===== config.mk =====
export PLATFORM = sky130hd
export DESIGN_NAME = shift_tx_param
export DESIGN_NICKNAME = d
export VERILOG_FILES = /design/src/rtl/shift_tx_pkg.sv /design/src/rtl/shift_tx_baud_div.sv /design/src/rtl/shift_tx_param.sv
export SDC_FILE = /design/constraint.sdc
export NUM_CORES = 1
export LEC_CHECK = 0
export CORE_MARGIN = 2
export CORE_UTILIZATION = 50
export CTS_CLUSTER_SIZE = 30
export DETAILED_ROUTE_END_ITERATION = 16
export PLACE_DENSITY_LB_ADDON = 0.15
export SLEW_MARGIN = 20
export SYNTH_ARGS = -nofsm -noshare
export SYNTH_HDL_FRONTEND = slang
export SYNTH_HIERARCHICAL = 1
export SYNTH_SLANG_ARGS = --single-unit

===== constraint.sdc =====
create_clock -name CLK -period 1.7 [get_ports CLK]
set_input_delay 0.34 -clock CLK [delete_from_list [all_inputs] [get_ports CLK]]
set_output_delay 0.34 -clock CLK [all_outputs]
set_load 0.02 [all_outputs]

===== src/rtl/shift_tx_pkg.sv =====
// shift_tx_pkg: shared FSM state type and parameter defaults for shift_tx_param.
// The PARITY state exists only when SHIFT_TX_PARITY_EN is defined.
package shift_tx_pkg;
  localparam int WIDTH_DEF = 32;
  localparam int DIV_DEF = 4;
  localparam bit MSB_FIRST_DEF = 1'b0;
`ifdef SHIFT_TX_PARITY_EN
  typedef enum logic [1:0] {IDLE, SHIFT, PARITY} state_t;
`else
  typedef enum logic [1:0] {IDLE, SHIFT} state_t;
`endif
endpackage


===== src/rtl/shift_tx_baud_div.sv =====
// shift_tx_baud_div: DIV-cycle bit-rate tick; clear restarts the count so the
// first tick lands DIV-1 cycles after the clearing edge.
module shift_tx_baud_div #(
  parameter int DIV = 4
) (
  input  logic CLK,
  input  logic RESET_N,
  input  logic clear,
  output logic tick
);
  localparam int CW = DIV > 1 ? $clog2(DIV) : 1;
  logic [CW-1:0] cnt;
  assign tick = cnt == CW'(DIV - 1);
  always_ff @(posedge CLK or negedge RESET_N)
    if (!RESET_N) cnt <= '0;
    else cnt <= (clear || tick) ? '0 : cnt + CW'(1);
endmodule


===== src/rtl/shift_tx_param.sv =====
// shift_tx_param: parallel-load serial transmitter with DIV-cycle bit period.
// Define SHIFT_TX_PARITY_EN to append an even-parity bit after the data bits.
module shift_tx_param
  import shift_tx_pkg::*;
#(
  parameter int WIDTH     = WIDTH_DEF,
  parameter int DIV       = DIV_DEF,
  parameter bit MSB_FIRST = MSB_FIRST_DEF
) (
  input  logic             CLK,
  input  logic             RESET_N,
  input  logic [WIDTH-1:0] DIN,
  input  logic             PARALLEL_LOAD,
  input  logic             START_TX,
  output logic             SOUT,
  output logic             TX_BUSY,
  output logic             TX_DONE,
  output logic             LOAD_ERR
);
  localparam int BW = $clog2(WIDTH + 1);
  state_t state;
  logic [WIDTH-1:0] hold, sr;
  logic [BW-1:0] bcnt;
  logic tick, last;
  // Divider is held cleared while idle so the start edge restarts bit timing
  shift_tx_baud_div #(.DIV(DIV)) u_div (
    .CLK(CLK),
    .RESET_N(RESET_N),
    .clear(state == IDLE),
    .tick(tick)
  );
  assign last = bcnt == BW'(WIDTH - 1);
  assign TX_BUSY = state != IDLE;
  always_ff @(posedge CLK or negedge RESET_N)
    if (!RESET_N) begin
      state <= IDLE;
      hold <= '0;
      sr <= '0;
      bcnt <= '0;
      SOUT <= 1'b0;
      TX_DONE <= 1'b0;
      LOAD_ERR <= 1'b0;
    end else begin
      TX_DONE <= 1'b0;
      LOAD_ERR <= PARALLEL_LOAD && state != IDLE;
      case (state)
        IDLE:
          if (PARALLEL_LOAD && !START_TX) hold <= DIN;
          else if (START_TX && !PARALLEL_LOAD) begin
            state <= SHIFT;
            sr <= hold;
            bcnt <= '0;
            SOUT <= MSB_FIRST ? hold[WIDTH-1] : hold[0];
          end
        SHIFT:
          if (tick) begin
            if (last) begin
`ifdef SHIFT_TX_PARITY_EN
              state <= PARITY;
              SOUT <= ^hold;
`else
              state <= IDLE;
              SOUT <= 1'b0;
              TX_DONE <= 1'b1;
`endif
            end else begin
              bcnt <= bcnt + BW'(1);
              sr <= MSB_FIRST ? sr << 1 : sr >> 1;
              SOUT <= MSB_FIRST ? sr[WIDTH-2] : sr[1];
            end
          end
`ifdef SHIFT_TX_PARITY_EN
        PARITY:
          if (tick) begin
            state <= IDLE;
            SOUT <= 1'b0;
            TX_DONE <= 1'b1;
          end
`endif
        default: state <= IDLE;
      endcase
    end
endmodule


==> results of run 1 <==
## layout make-up
class                   instances  area (um^2)
clock buffers                  12          145
multi-input cells             140         1540
flip-flops and latches         75         1880
fillers                       540         2390
clock inverters                 4         73.8
repair buffers                 66          669
inverters                       3         11.3
well taps                      96          120
## registers in the layout, indices dropped and copies added (netlist names)
signal,flops
state,1
bcnt,6
u_div/cnt,2
sr,31
SOUT,1
hold,32
TX_DONE,1
LOAD_ERR,1
## repair_timing
action / in CTS / in global routing
gates resized for setup: 1 / 3
endpoints found under the hold margin: 29 / 0
endpoints found under the setup margin: 1 / 2
hold buffers: 1 / 0
## routing by layer
layer / vias up / routed length (um) / track usage
met5: - / 0 / 0
met4: 0 / 70 / 0.0496
met3: 6 / 230 / 0.0594
met2: 33 / 2740 / 0.267
met1: 1007 / 2910 / 0.248
li1: 964 / - / -
## worst max-delay path: stages
cell,delay (ps)
sky130_fd_sc_hd__clkdlybuf4s50_1,460
sky130_fd_sc_hd__or3b_4,390
sky130_fd_sc_hd__o21a_4,150
sky130_fd_sc_hd__nand2_8,90
sky130_fd_sc_hd__buf_12,150
sky130_fd_sc_hd__mux2_4,300
## final timing paths
path | end | slack (ps)
worst min register to register | u_div/cnt[0] | 500
max in group asynchronous | sr[5] | 650
worst max register to register | bcnt[5] | 70
worst min-delay path | u_div/cnt[1] | 470
worst max-delay path | sr[30] | 40
min in group CLK | u_div/cnt[0] | 500
## power groups by stage
stage	registers, mW	clock network (mW)	logic, mW
2_1_floorplan	1.86	0	0.0296
3_3_place_gp	1.86	0	0.163
3_5_place_dp	1.86	0	0.165
4_1_cts	1.83	1.55	0.167
5_1_grt	1.83	1.63	0.181
6_report	1.83	1.51	0.163
## logic make-up after synthesis
family                     count (synthesis)  share of synthesized area
buffers and inverters                     13                     0.0390
and+or+nand+nor                           28                     0.0556
adders and majority gates                  2                    0.00708
muxes                                     94                      0.331
DFF                                       75                      0.531
AOI/OAI and AO/OA                         16                     0.0358
## placed cells by master, fill, tap and decap left out, drive strengths merged, types with 2 or more instances in the layout
cell,count
clkinv,2
buf,27
clkbuf,12
bufinv,2
mux2,93
clkdlybuf4s50,36
nand3,9
and3,2
o21ai,7
nand2,6
a21oi,3
dfrtp,75
nor3b,3
ha,2
inv,3
## through the flow
step	cells	instance area [um^2]	setup WS (ps)	setup TNS [ps]
after floorplan	228	3540	16.5	0
after global placement	379	4190	-321	-16490
after detailed placement	379	4190	-333	-17210
after CTS	396	4420	22.9	0
after global routing	396	4440	15.1	0
final	396	4440	36.2	0
==> summary.txt, run 1 <==
Status
  – Status: finished clean

Clock tree
  – CTS sink count: 75
  – Maximum level of the CTS H-tree: 3
  – TritonCTS Buffers: 9
  – CTS tree: built
  – Maximum buffer depth of the clock tree: 2
  – Buffers inserted during post-CTS setup optimization: 0
  – Worst-path clk slew: 70 ps
  – Later-pin clock latency in the skew report: 340 ps
  – Root buffer cell: sky130_fd_sc_hd__clkbuf_8

Timing
  – Worst-Margin Slew: 428 ps
  – Clock skew after layout: 7.12 ps
  – Hold WS: 468 ps
  – Count of pins over their slew limit: 0
  – Tmin final: 1660 ps
  – Final-report setup violation count: 0
  – Upper clock frequency limit: 0.601 GHz
  – Number of hold-slack violations in the final timing report: 0
  – Slew margin rel.: 0.715
  – Period utilisation layout: 0.979
  – Unrepaired setup endpoints after global routing: no

Layout
  – Post-layout utilization of the core: 0.650
  – NumNets Final: 333
  – Signed area change from the synthesized netlist to the final layout: 25.8%
  – Share of cells above drive strength 1: 0.490
  – Antenna diode count: 0

Worst setup path
  – Worst setup path class: input pin to flip-flop
  – Length in cells of the worst reg-to-reg path: 6
  – Worst-path maximum fanout: 11
  – Reg-to-reg critical path startpoint: bcnt[0]
  – Crit. Startpoint: START_TX
  – Arrival time at the worst endpoint: 1890 ps
  – Crit path capture type: flip-flop
  – Required arrival time at the worst endpoint: 1930 ps
  – Kind of start point of the critical path: input pin

Floorplan
  – Overall die height: 88.1 um
  – Starting Density: 0.517
  – Floorplan die area: 7750 um^2
  – Count of standard-cell rows: 30
  – I/O pin count: 40
  – Die width: 88.1 um
  – CORE AREA: 6830 um^2

Logic synthesis
  – Area contributors post-synth: sky130_fd_sc_hd__dfrtp_1 53%, sky130_fd_sc_hd__mux2_2 20%, sky130_fd_sc_hd__mux2_4 13%, sky130_fd_sc_hd__buf_12 1.7%, sky130_fd_sc_hd__nand3_1 1.1%
  – Predominant post-synthesis flop cell: sky130_fd_sc_hd__dfrtp_1
  – Most numerous cell in the Yosys netlist: sky130_fd_sc_hd__dfrtp_1
  – Dominant cell type by area after synthesis: sky130_fd_sc_hd__dfrtp_1
  – Synth cell count leaders: 75 x sky130_fd_sc_hd__dfrtp_1, 63 x sky130_fd_sc_hd__mux2_2, 30 x sky130_fd_sc_hd__mux2_4, 8 x sky130_fd_sc_hd__nand3_1, 7 x sky130_fd_sc_hd__o21ai_0
  – Share of flip-flops with an asynchronous set or reset: 1.00
  – Number of synthesized flops with an enable pin: 0
  – Proportion of netlist area held by the largest area contributor: 0.531
  – Syn. warnings: 6
  – Syn Area/Cell: 15.5 um^2
  – Flip-flop and latch count after synthesis: 75
  – Number of unique standard cell types used by synthesis: 35
  – Register area share after synthesis: 0.531
  – Gate Count Post-Synth: 228
  – Synthesized netlist net count: 266
  – Total standard cell area after synthesis: 3530 um^2

Detailed routing
  – Post-route DRC violation count: 0
  – Detailed-route via count: 2010
  – Initial DRT Pass Iterations: 4
  – Avg Vias per Cell: 5.08
  – Routed length per instance: 15.0 um
  – Total length of routed wires: 5950 um
  – 1st-iter DRT viols: 55
  – Routed Antenna Nets: 0

Power
  – Peak supply drop: 0.000407 V
  – Total power: 3.50 mW
  – Standby leakage power: 2.10 nW
  – Share of total power consumed by net switching: 0.204
  – Cell internal power dissipation: 2.79 mW
  – Power per cell area: 789 nW/um^2
  – Gate power share: 0.046
  – Sequential cell fraction of total power: 0.522
  – Clock share of power: 0.432
  – Switch Pwr: 0.716 mW

GRT
  – Overflow left after global routing: 0
  – Antenna violations before repair: 0
  – Maximum number of pins on one net before global-route repair: 32
  – Via count of the first global-routing pass: 2055
  – Total Routing Usage GR: 0.177
  – Global-route wire length before repair: 10400 um

Run
  – Number of maximum-capacitance violations: 0

Min path
  – HP Class: input pin to async pin

Place
  – Placer's final routability congestion estimate: 0.802
  – Hpwl dp: 4120 um
  – Total of buffers placed on input and output ports: 39
No activity file was read; power rests on OpenSTA's default activity.
==> inputs of run 2 (changes only) <==
--- a/config.mk
+++ b/config.mk
@@ -15,3 +15,4 @@
 export SYNTH_HDL_FRONTEND = slang
 export SYNTH_HIERARCHICAL = 1
 export SYNTH_SLANG_ARGS = --single-unit
+export TNS_END_PERCENT = 30
==> run 2 against run 1 <==
  * Core utilization is 0.26 points lower
  * Flip-flop and latch count stayed put
  * First-iteration DRC count is 1.8% lower
  * Sequential power hardly changed
  * Count of clock-buffer cells in the layout stayed put
  * Setup slack worse by 1.5 ps
  * Critical endpoint unchanged
==> summary.txt, run 2 (synthesis gave the netlist of run 1 again) <==
Layout
  – Top register by number of flip-flops: hold
  – Area of all placed cells without fillers: 4420 um^2
  – Commonest non-fill, non-tap cells in the layout: 74 x sky130_fd_sc_hd__dfrtp_1, 63 x sky130_fd_sc_hd__mux2_2, 36 x sky130_fd_sc_hd__clkdlybuf4s50_1, 30 x sky130_fd_sc_hd__mux2_4, 21 x sky130_fd_sc_hd__buf_4
  – Most common cell after layout, fill and taps aside: sky130_fd_sc_hd__dfrtp_1
  – Final Instance Count excl. Fillers: 396
  – Post-layout utilization of the core: 0.648
  – Footprint of the flip-flops and latches: 1880 um^2
  – Share of cells above drive strength 1: 0.490
  – Area of combinational cells with multiple inputs: 1530 um^2
  – Filler cells: 544
  – Signed area change from the synthesized netlist to the final layout: 25.3%
  – Antenna diode count: 0
  – NumNets Final: 333
  – Max FFs per register: 32
  – Registers with the highest flip-flop counts: hold x32, sr x31, bcnt x6

Power
  – Peak supply drop: 0.000407 V
  – Standby leakage power: 2.09 nW
  – Total power: 3.50 mW
  – Power per cell area: 792 nW/um^2

Place
  – Placed Instances: 379
  – Area after detailed placement: 4190 um^2
  – Total of buffers placed on input and output ports: 39
  – Post-Place Setup Slack: -333 ps
  – Placer's final routability congestion estimate: 0.802
  – Hpwl dp: 4120 um

Timing
  – Total Neg Setup Slack: 0 ps
  – Count of pins over their slew limit: 0
  – Clock skew after layout: 7.12 ps
  – Period utilisation layout: 0.980
  – Unrepaired setup endpoints after global routing: yes
  – Worst setup slack after layout: 34.7 ps
  – Upper clock frequency limit: 0.600 GHz
  – Worst-Margin Slew: 428 ps
  – Slew margin rel.: 0.715
  – Tmin final: 1670 ps
  – Final-report setup violation count: 0
  – Number of hold-slack violations in the final timing report: 0
  – Hold WS: 456 ps

Run
  – Number of maximum-capacitance violations: 0

Detailed routing
  – Avg Vias per Cell: 5.08
  – Routed length per instance: 15.0 um
  – Detailed-route via count: 2013
  – Routed Antenna Nets: 0
  – 1st-iter DRT viols: 54
  – Initial DRT Pass Iterations: 4
  – Post-route DRC violation count: 0
  – Total length of routed wires: 5930 um

Worst setup path
  – Required arrival time at the worst endpoint: 1930 ps
  – Peak per-stage delay on the critical path: 460 ps
  – Worst-path maximum fanout: 11
  – Max stage delay cell, worst path: sky130_fd_sc_hd__clkdlybuf4s50_1
  – Ordered list of cells on the worst path: clkdlybuf4s50_1, or3b_4, o21a_4, nand2_8, buf_12, mux2_4
  – Worst setup path class: input pin to flip-flop
  – Worst reg2reg setup slack: 60 ps
  – Kind of start point of the critical path: input pin
  – Crit path capture type: flip-flop
  – Arrival time at the worst endpoint: 1890 ps

Clock tree
  – Worst-path clk slew: 70 ps
  – CTS sink count: 75
  – Maximum level of the CTS H-tree: 3
  – TritonCTS Buffers: 9
  – Root buffer cell: sky130_fd_sc_hd__clkbuf_8
  – Buffers inserted during post-CTS setup optimization: 0
  – CTS tree: built
  – Later-pin clock latency in the skew report: 340 ps
  – Maximum buffer depth of the clock tree: 2

Floorplan
  – Overall die height: 88.1 um
  – CORE AREA: 6830 um^2
  – Starting Density: 0.517
  – Floorplan die area: 7750 um^2
  – I/O pin count: 40
  – Die width: 88.1 um
  – Count of standard-cell rows: 30

GRT
  – Total Routing Usage GR: 0.177
  – Overflow left after global routing: 0
  – Global-route wire length before repair: 10400 um
  – Maximum number of pins on one net before global-route repair: 32
  – Via count of the first global-routing pass: 2055
  – Antenna violations before repair: 0

Status
  – Status: finished clean

Min path
  – HP Class: flip-flop to flip-flop
run 2: cell count changes in the layout (fill, tap and decap cells not counted):
cell,delta
sky130_fd_sc_hd__ha_4,-1
sky130_fd_sc_hd__nand3_2,+1
sky130_fd_sc_hd__nand3_4,-1
sky130_fd_sc_hd__ha_2,+1
run 2: cell type report:
cell class              count  area share
multi-input cells         140       0.345
repair buffers             66       0.151
flip-flops and latches     75       0.424
inverters                   3     0.00255
clock buffers              12      0.0328
clock inverters             4      0.0167
well taps                  96      0.0271
run 2: worst paths after layout:
kind / endpoint / depth (start not counted) / from
max: sr[30] / 6 / START_TX
min: u_div/cnt[0] / 1 / u_div/cnt[0]
max reg2reg: bcnt[5] / 6 / bcnt[0]
min reg2reg: u_div/cnt[0] / 1 / u_div/cnt[0]
max in group asynchronous: sr[5] / 3 / RESET_N
min in group asynchronous: u_div/cnt[1] / 2 / RESET_N
run 2: critical path: cells and delay by family:
kind | cells | cell delay, ps
compound gates | 1 | 150
simple gates | 2 | 480
buf+inv | 2 | 620
mux | 1 | 300
run 2: per-layer routing:
| layer | share of wire | vias to the layer above | track usage | wire [um] |
|---|---|---|---|---|
| li1 | - | 965 | - | - |
| met1 | 0.49 | 1002 | 0.248 | 2880 |
| met2 | 0.46 | 40 | 0.267 | 2730 |
| met3 | 0.043 | 6 | 0.0594 | 255 |
| met4 | 0.012 | 0 | 0.0496 | 70 |
| met5 | 0 | - | 0 | 0 |
run 2: power breakdown:
| part | switching [mW] | total (mW) | internal, mW |
|---|---|---|---|
| Sequential | 0.0149 | 1.83 | 1.81 |
| Combinational | 0.0572 | 0.163 | 0.106 |
| Clock | 0.643 | 1.51 | 0.869 |
run 2: repair_timing:
action                                 CTS  global route
gates resized for setup                  1             1
hold buffers                             1             0
endpoints found under the hold margin   29             0
setup endpoints to repair                1             2
gates cloned                             0             0
==> inputs of run 3 (changes only) <==
--- a/config.mk
+++ b/config.mk
@@ -10,6 +10,8 @@
 export CTS_CLUSTER_SIZE = 30
 export DETAILED_ROUTE_END_ITERATION = 16
 export PLACE_DENSITY_LB_ADDON = 0.15
+export SKIP_CTS_REPAIR_TIMING = 1
+export SKIP_LAST_GASP = 1
 export SLEW_MARGIN = 20
 export SYNTH_ARGS = -nofsm -noshare
 export SYNTH_HDL_FRONTEND = slang
==> run 3 against run 2 <==
  * Critical path type unchanged
  * Largest cell class unchanged
  * Register-to-register slack hardly changed
  * Core utilization hardly changed
  * Via count stayed put
  * Power hardly changed
  * Flip-flop and latch count stayed put
  * Non-clock buffer count stayed put
  * Global-route usage stayed put
  * Critical endpoint unchanged
  * Sequential power hardly changed
==> summary.txt, run 3 (synthesis gave the netlist of run 1 again) <==
Status
  – Status: finished clean

Layout
  – Share of cells above drive strength 1: 0.490
  – Filler cells: 543
  – Max FFs per register: 32
  – Most common cell after layout, fill and taps aside: sky130_fd_sc_hd__dfrtp_1
  – NumNets Final: 333
  – Final Instance Count excl. Fillers: 396
  – Top register by number of flip-flops: hold
  – Area of all placed cells without fillers: 4430 um^2
  – Commonest non-fill, non-tap cells in the layout: 74 x sky130_fd_sc_hd__dfrtp_1, 63 x sky130_fd_sc_hd__mux2_2, 37 x sky130_fd_sc_hd__clkdlybuf4s50_1, 30 x sky130_fd_sc_hd__mux2_4, 21 x sky130_fd_sc_hd__buf_4
  – Registers with the highest flip-flop counts: hold x32, sr x31, bcnt x6
  – Signed area change from the synthesized netlist to the final layout: 25.3%
  – Antenna diode count: 0

Power
  – Total power: 3.50 mW
  – Peak supply drop: 0.000407 V
  – Clock share of power: 0.432
  – Sequential cell fraction of total power: 0.522
  – Cell internal power dissipation: 2.79 mW
  – Switch Pwr: 0.715 mW
  – Power per cell area: 791 nW/um^2
  – Standby leakage power: 2.08 nW
  – Share of total power consumed by net switching: 0.204
  – Gate power share: 0.046

Timing
  – Tmin final: 1670 ps
  – Unrepaired setup endpoints after global routing: yes
  – Period utilisation layout: 0.980
  – Clock skew after layout: 7.12 ps
  – Final-report setup violation count: 0
  – Slew margin rel.: 0.715
  – Upper clock frequency limit: 0.600 GHz
  – Number of hold-slack violations in the final timing report: 0
  – Count of pins over their slew limit: 0
  – Worst-Margin Slew: 428 ps

Clock tree
  – Worst-path clk slew: 70 ps
  – Root buffer cell: sky130_fd_sc_hd__clkbuf_8
  – CTS sink count: 75
  – TritonCTS Buffers: 9
  – Maximum buffer depth of the clock tree: 2
  – Maximum level of the CTS H-tree: 3
  – Later-pin clock latency in the skew report: 340 ps
  – CTS tree: built

Worst setup path
  – Peak per-stage delay on the critical path: 460 ps
  – Max stage delay cell, worst path: sky130_fd_sc_hd__clkdlybuf4s50_1
  – Kind of start point of the critical path: input pin
  – Reg-to-Reg End: bcnt[5]
  – Arrival time at the worst endpoint: 1890 ps
  – Reg-to-reg critical path startpoint: bcnt[0]
  – Length in cells of the worst reg-to-reg path: 6
  – Required arrival time at the worst endpoint: 1930 ps
  – Worst setup path class: input pin to flip-flop
  – Crit path capture type: flip-flop
  – Worst reg2reg setup slack: 60 ps
  – Ordered list of cells on the worst path: clkdlybuf4s50_1, or3b_4, o21a_4, nand2_8, buf_12, mux2_4
  – Worst-path maximum fanout: 11

Run
  – Number of maximum-capacitance violations: 0

GRT
  – Antenna violations before repair: 0
  – Maximum number of pins on one net before global-route repair: 32
  – Global-route wire length before repair: 10400 um
  – Via count of the first global-routing pass: 2055
  – Overflow left after global routing: 0
  – Total Routing Usage GR: 0.177

Detailed routing
  – Detailed-route via count: 2013
  – Initial DRT Pass Iterations: 4
  – 1st-iter DRT viols: 54
  – Routed Antenna Nets: 0
  – Routed length per instance: 15.0 um
  – Post-route DRC violation count: 0
  – Avg Vias per Cell: 5.08
  – Total length of routed wires: 5930 um

Min path
  – Cells on Worst Hold Path: 1
  – Min-Delay Startpoint: u_div/cnt[0]
  – Destination of the worst hold path: u_div/cnt[0]
  – HP Class: flip-flop to flip-flop

Place
  – Total of buffers placed on input and output ports: 39
  – Placer's final routability congestion estimate: 0.802
  – Area after detailed placement: 4190 um^2
  – Placed Instances: 379
  – Hpwl dp: 4120 um

Floorplan
  – Floorplan die area: 7750 um^2
  – CORE AREA: 6830 um^2
  – Overall die height: 88.1 um
  – Starting Density: 0.517
  – Die width: 88.1 um
  – Count of standard-cell rows: 30
  – I/O pin count: 40
run 3: worst max-delay path by stage:
stage / from / end / slack, ps / cells past startpoint
after floorplan: state[0] / sr[10] / 20 / 5
after global placement: START_TX / sr[6] / -320 / 6
after detailed placement: START_TX / sr[2] / -330 / 6
after CTS: state[0] / TX_BUSY / -150 / 2
after global routing: SOUT / SOUT / -30 / 1
final: START_TX / sr[30] / 30 / 6
run 3: critical path: cells and delay by family:
kind / cells / cell delay, ps
and+or+nand+nor: 2 / 480
buffers and inverters: 2 / 620
muxes: 1 / 300
AOI/OAI and AO/OA: 1 / 150
run 3: power by group through the flow:
stage / combinational (mW) / clock (mW) / sequential (mW)
after floorplan: 0.0296 / 0 / 1.86
after global placement: 0.163 / 0 / 1.86
after detailed placement: 0.165 / 0 / 1.86
after CTS: 0.166 / 1.55 / 1.83
after global routing: 0.181 / 1.63 / 1.83
final: 0.163 / 1.51 / 1.83
run 3: metal layers:
layer | track usage | routed length, um
met1 | 0.248 | 2880
met5 | 0 | 0
met4 | 0.0496 | 70
met3 | 0.0594 | 255
met2 | 0.267 | 2730
run 3: layout make-up:
| class | instances | area (um^2) | share of cell area |
|---|---|---|---|
| Sequential cell | 75 | 1880 | 0.424 |
| Multi-Input combinational cell | 140 | 1530 | 0.345 |
| Timing Repair Buffer | 66 | 671 | 0.152 |
| Clock buffer | 12 | 145 | 0.0328 |
| Tap cell | 96 | 120 | 0.0271 |
| Clock inverter | 4 | 73.8 | 0.0167 |
| Inverter | 3 | 11.3 | 0.00254 |
run 3: through the flow:
step	hold WS (ps)	setup TNS [ps]	setup WS, ps	utilization
detailed placement	305	-17210	-333	0.614
global placement	307	-16490	-321	0.614
CTS	-64.0	-154	-154	0.646
finish	456	0	34.7	0.648
floorplan	44.4	0	16.5	-
global route	474	-42.7	-26.2	0.648
